==> src/rtl/bcd_converter.sv <==
// Sequential double-dabble converter: 32-bit binary to 8 packed BCD digits plus overflow.
// Build with BCD_OVERFLOW_SAT_EN defined to saturate bcd to 0x99999999 on overflow.
module bcd_converter (
  input  logic        clk,
  input  logic        clr_n,
  input  logic [31:0] bin,
  input  logic        start,
  output logic        busy,
  output logic        done,
  output logic [31:0] bcd,
  output logic        overflow,
  output logic [1:0]  state_dbg
);

  typedef enum logic [1:0] {
    IDLE  = 2'd0,
    SHIFT = 2'd1,
    DONE  = 2'd2
  } state_t;

  state_t      state;
  logic [31:0] shift_reg;
  logic [39:0] scratch;
  logic [4:0]  count;
  logic [39:0] adjusted;
  logic        scratch_ovf;
  logic [31:0] bcd_next;

  // Handshake: start is sampled only in IDLE; busy covers SHIFT and DONE;
  // done is a one-cycle pulse and bcd/overflow are valid from that cycle on.
  assign state_dbg = state;

  always_comb begin
    adjusted = scratch;
    for (int i = 0; i < 10; i++) begin
      if (scratch[4*i +: 4] >= 4'd5) begin
        adjusted[4*i +: 4] = scratch[4*i +: 4] + 4'd3;
      end
    end
  end

  assign scratch_ovf = |scratch[39:32];

`ifdef BCD_OVERFLOW_SAT_EN
  assign bcd_next = scratch_ovf ? 32'h9999_9999 : scratch[31:0];
`else
  assign bcd_next = scratch[31:0];
`endif

  always_ff @(posedge clk) begin
    if (!clr_n) begin
      state     <= IDLE;
      busy      <= 1'b0;
      done      <= 1'b0;
      bcd       <= 32'h0;
      overflow  <= 1'b0;
      count     <= 5'd0;
      scratch   <= 40'h0;
      shift_reg <= 32'h0;
    end else begin
      done <= 1'b0;
      case (state)
        IDLE: begin
          if (start) begin
            shift_reg <= bin;
            scratch   <= 40'h0;
            count     <= 5'd0;
            busy      <= 1'b1;
            state     <= SHIFT;
          end
        end
        SHIFT: begin
          // Adjust-then-shift: the MSB of the binary word enters the BCD LSB.
          scratch   <= {adjusted[38:0], shift_reg[31]};
          shift_reg <= {shift_reg[30:0], 1'b0};
          count     <= count + 5'd1;
          if (count == 5'd31) begin
            state <= DONE;
          end
        end
        DONE: begin
          bcd      <= bcd_next;
          overflow <= scratch_ovf;
          done     <= 1'b1;
          busy     <= 1'b0;
          state    <= IDLE;
        end
        default: begin
          state <= IDLE;
          busy  <= 1'b0;
        end
      endcase
    end
  end

endmodule

==> config.mk <==
export PLATFORM = sky130hd
export DESIGN_NAME = bcd_converter
export DESIGN_NICKNAME = d
export VERILOG_FILES = /design/src/rtl/bcd_converter.sv
export SDC_FILE = /design/constraint.sdc
export NUM_CORES = 1
export LEC_CHECK = 0
export CORE_UTILIZATION = 51
export DETAILED_ROUTE_END_ITERATION = 8
export GPL_TIMING_DRIVEN = 1
export PLACE_DENSITY = 0.74
export RECOVER_POWER = 50
export SETUP_SLACK_MARGIN = 0.5
export SYNTH_ARGS = -nofsm -noshare
export SYNTH_HDL_FRONTEND = slang
export SYNTH_SLANG_ARGS = --single-unit
==> constraint.sdc <==
create_clock -name clk -period 3.2 [get_ports clk]
set_input_delay 0.48 -clock clk [delete_from_list [all_inputs] [get_ports clk]]
set_output_delay 0.48 -clock clk [all_outputs]
set_load 0.005 [all_outputs]
==> results.cfg <==
[place]
pre_cts_ws_ps = 1100
placement.io_buffers = 71
place_congestion = 0.799
place.detailed.instances = 825
placed_area_um2 = 6150
place.detailed.hpwl_mm = 8.01

[worst_hold_path]
worst_hold_endpoint = bcd[7]$_SDFFE_PN0P_
hold_path.class = register to register
worstHoldStart = bcd[7]$_SDFFE_PN0P_
min_path_cells = 2

[status]
status = complete, but fails checks
failing_checks = capacitance limit

[critical_path]
critical-path-top-delay-family = buffers and inverters
path_buf_inv = 2
end_kind = register
cp_cell_sequence = and2b_1 -> clkbuf_1 -> nand2_1 -> clkbuf_1 -> a21oi_1 -> a22o_1
crit_path_category = register to register
reg2reg_from = state_dbg[1]$_SDFFE_PN0P_
timing.critical_path.slowest_stage_cell = sky130_fd_sc_hd__clkbuf_1
start_kind = register
critical_path.max_stage_delay_ps = 640
cpMostUsedCell = sky130_fd_sc_hd__clkbuf_1
largest_driver_fanout_on_the_critical_path = 17
worst-r2r-setup-slack_ps = 750
worstRegToRegCells = 6
reg2reg_to = scratch[22]$_SDFFE_PN0P_
cp.required_ps = 3610
worst_ep_arrival_time_ps = 2860

[timing]
finalWorstSetupSlack_ps = 754
tns_ps = 0
report.final.setup_viol = 0
final_min_period_over_clock_period_pct = 76.4
final-hold-violation-count = 0
slew_viol_final = 0
clock.fmax_ghz = 0.409
slew_headroom_pct = 0.127
grt_setup_unrepaired = no
clock_skew_ps = 12.2
min_period_ps = 2450
tightestPinTransition_ps = 1500

[synthesis]
yosys_most_used_dff = sky130_fd_sc_hd__dfxtp_1
ys_seq_elements = 114
post-synth-top-area-fraction_pct = 42.2
netlist_instances = 653
async_reset_ff_share_pct = 0
netlist_top_cells_area = sky130_fd_sc_hd__dfxtp_1, sky130_fd_sc_hd__nand2_1, sky130_fd_sc_hd__o21ai_0, sky130_fd_sc_hd__ha_1, sky130_fd_sc_hd__o221ai_1
netlist_area_um2 = 5410
number_of_enable_type_register_cells_in_the_synthesized_netlist = 0
synth.yosys.warnings = 0
synth_top_area_cell = sky130_fd_sc_hd__dfxtp_1
synth_nets = 712
syn_area_per_cell_um2 = 8.28
post_synth_num_cell_types = 39
proportion_of_synthesized_chip_area_in_sequential_cells_pct = 42.2
dominant_cell_by_count_in_the_synthesized_netlist = sky130_fd_sc_hd__nand2_1
synth.cells.most_frequent = sky130_fd_sc_hd__nand2_1, sky130_fd_sc_hd__dfxtp_1, sky130_fd_sc_hd__o21ai_0

[die]
placementRows = 37
floorplan.initialDensity_pct = 52.4
die_y_um = 105
design.die.area_um2 = 11000
core_area_um2 = 10300
io-pin-count = 72
die-width_um = 105

[clock_network]
clk_root_buffer_cell = sky130_fd_sc_hd__clkbuf_8
cts-resized-gates = 0
clock_latency_reported_for_the_late_side_of_the_worst_skew_pair_ps = 520
clock_tree_from_tritoncts = built
cts.reportedPaths.clkPinSlew_ps = 60
ctsLongestPathBuffers = 2
htree_levels = 4
cts_sinks = 114
postCtsSetupBuffers = 0
post_cts_hold_buffer_count = 0
cts-buffers-inserted = 17

[routing]
detailedRoute.firstPassIterationCount = 5
drt_drc_violations_left = 0
num_vias = 4812
drtAntennaViolNets = 0
drt-initial-drc-count = 218
routedWlPerCell_um = 14.6
drt_wl_total_mm = 12.5
vias_per_std_cell = 5.61

[power_and_ir_drop]
design_power_mw = 3.52
leakage_nw = 2.37
p_per_area_nw_per_um2 = 527
vdd.ir_drop.worst_v = 0.000321

[finish]
finalNonFillerCells = 857
storage_element_area_um2 = 2280
finish.net_count = 767
fillCellCount = 859
fin_area_um2 = 6680
multi_input_area_um2 = 2780
antenna-diode-count = 0
post_route_cells_drive_above_1_share_pct = 6.80
max_reg_flops = 40
flow.area_growth_from_synthesis_pct = 23.5

[global_route]
grt_pass1_vias = 4702
groute.layer.met1.usage_pct = 27.4
grtUsageTotal_pct = 23.6
globalRoute.totalOverflow = 0
grt.busiest_layer = met2
grt_use_met3_pct = 5.93
grt_antenna_before_repair = 0
pin_count_of_the_biggest_net_entering_global_routing = 65
grt_pass1_wl_mm = 21.1
grtUsageMet2_pct = 40.9

[flow_run]
cap_violations = 1
-- worst max-delay path by stage --
| stage | slack, ps | startpoint | cells after the start | endpoint |
|---|---|---|---|---|
| finish | 750 | state_dbg[1]$_SDFFE_PN0P_ | 6 | scratch[22]$_SDFFE_PN0P_ |
| global route | 480 | state_dbg[1]$_SDFFE_PN0P_ | 6 | scratch[18]$_SDFFE_PN0P_ |
| CTS | 740 | state_dbg[1]$_SDFFE_PN0P_ | 2 | state_dbg[1] |
| detailed placement | 1100 | state_dbg[1]$_SDFFE_PN0P_ | 6 | overflow$_SDFFE_PN0P_ |
| global placement | 1190 | state_dbg[1]$_SDFFE_PN0P_ | 6 | overflow$_SDFFE_PN0P_ |
| floorplan | 1700 | scratch[33]$_SDFFE_PN0P_ | 6 | scratch[34]$_SDFFE_PN0P_ |
-- kinds of logic (layout without fill, tap and decap cells) --
logic type                 count (synthesis)  count (layout)  share of synthesized area (%)
AOI/OAI and AO/OA                        215             215                           26.2
buffers and inverters                     70             138                           5.94
DFF                                      114             114                           42.2
and+or+nand+nor                          209             209                           16.6
xor gates and xnor gates                  19              19                           3.08
adders and majority gates                 24              24                           5.55
muxes                                      2               2                          0.416
-- where the power goes --
group,switching [mW],internal [mW]
registers,0.0322,1.46
clock network,0.667,1.14
logic,0.119,0.0986
total,0.818,2.70
-- cells in the final DEF, fill, tap and decap left out, drive strengths merged --
cell,n
nand2b,19
nor2,32
o21bai,1
a41oi,1
and2b,1
nor3b,1
xnor2,10
nand2,122
o21ai,64
nor4,1
nand3,12
xor2,9
a21boi,43
clkbuf,24
mux2,2
ha,24
clkdlybuf4s50,68
nor2b,4
a22oi,4
clkinv,6
dlygate4sd3,1
a22o,8
a21oi,51
inv,23
buf,9
and3,3
nor3,11
and2,2
o221ai,31
dfxtp,114
bufinv,2
nand3b,1
clkinvlp,5
o31ai,9
o22ai,3
-- cell type report --
cell class | count | area share [%]
Sequential cell | 114 | 34.2
Timing Repair Buffer | 83 | 11.7
Clock buffer | 19 | 6.61
Tap cell | 136 | 2.55
Inverter | 23 | 1.29
Multi-Input combinational cell | 469 | 41.6
Clock inverter | 13 | 2.02
-- metal layers --
metal  up-vias  share of wire (%)
met3        30                4.0
met2       133                 50
met5         -                  0
li1       2377                  -
met1      2272                 44
met4         0                2.0
-- per-stage QoR --
| stage | hold slack (ps) | util [%] |
|---|---|---|
| after floorplan | 425 | - |
| after global placement | 441 | 59.5 |
| after detailed placement | 446 | 59.5 |
| after CTS | 434 | 65.1 |
| after global routing | 478 | 64.7 |
| final | 448 | 64.7 |
-- worst reg2reg max path, delay by kind of cell (launching register included) --
kind / cells / cell delay [ps]
AND/OR/NAND/NOR: 2 / 460
AO/OA/AOI/OAI: 2 / 330
flip-flops: 1 / 530
buffers and inverters: 2 / 1020
Power figures use the tool's default switching activity.
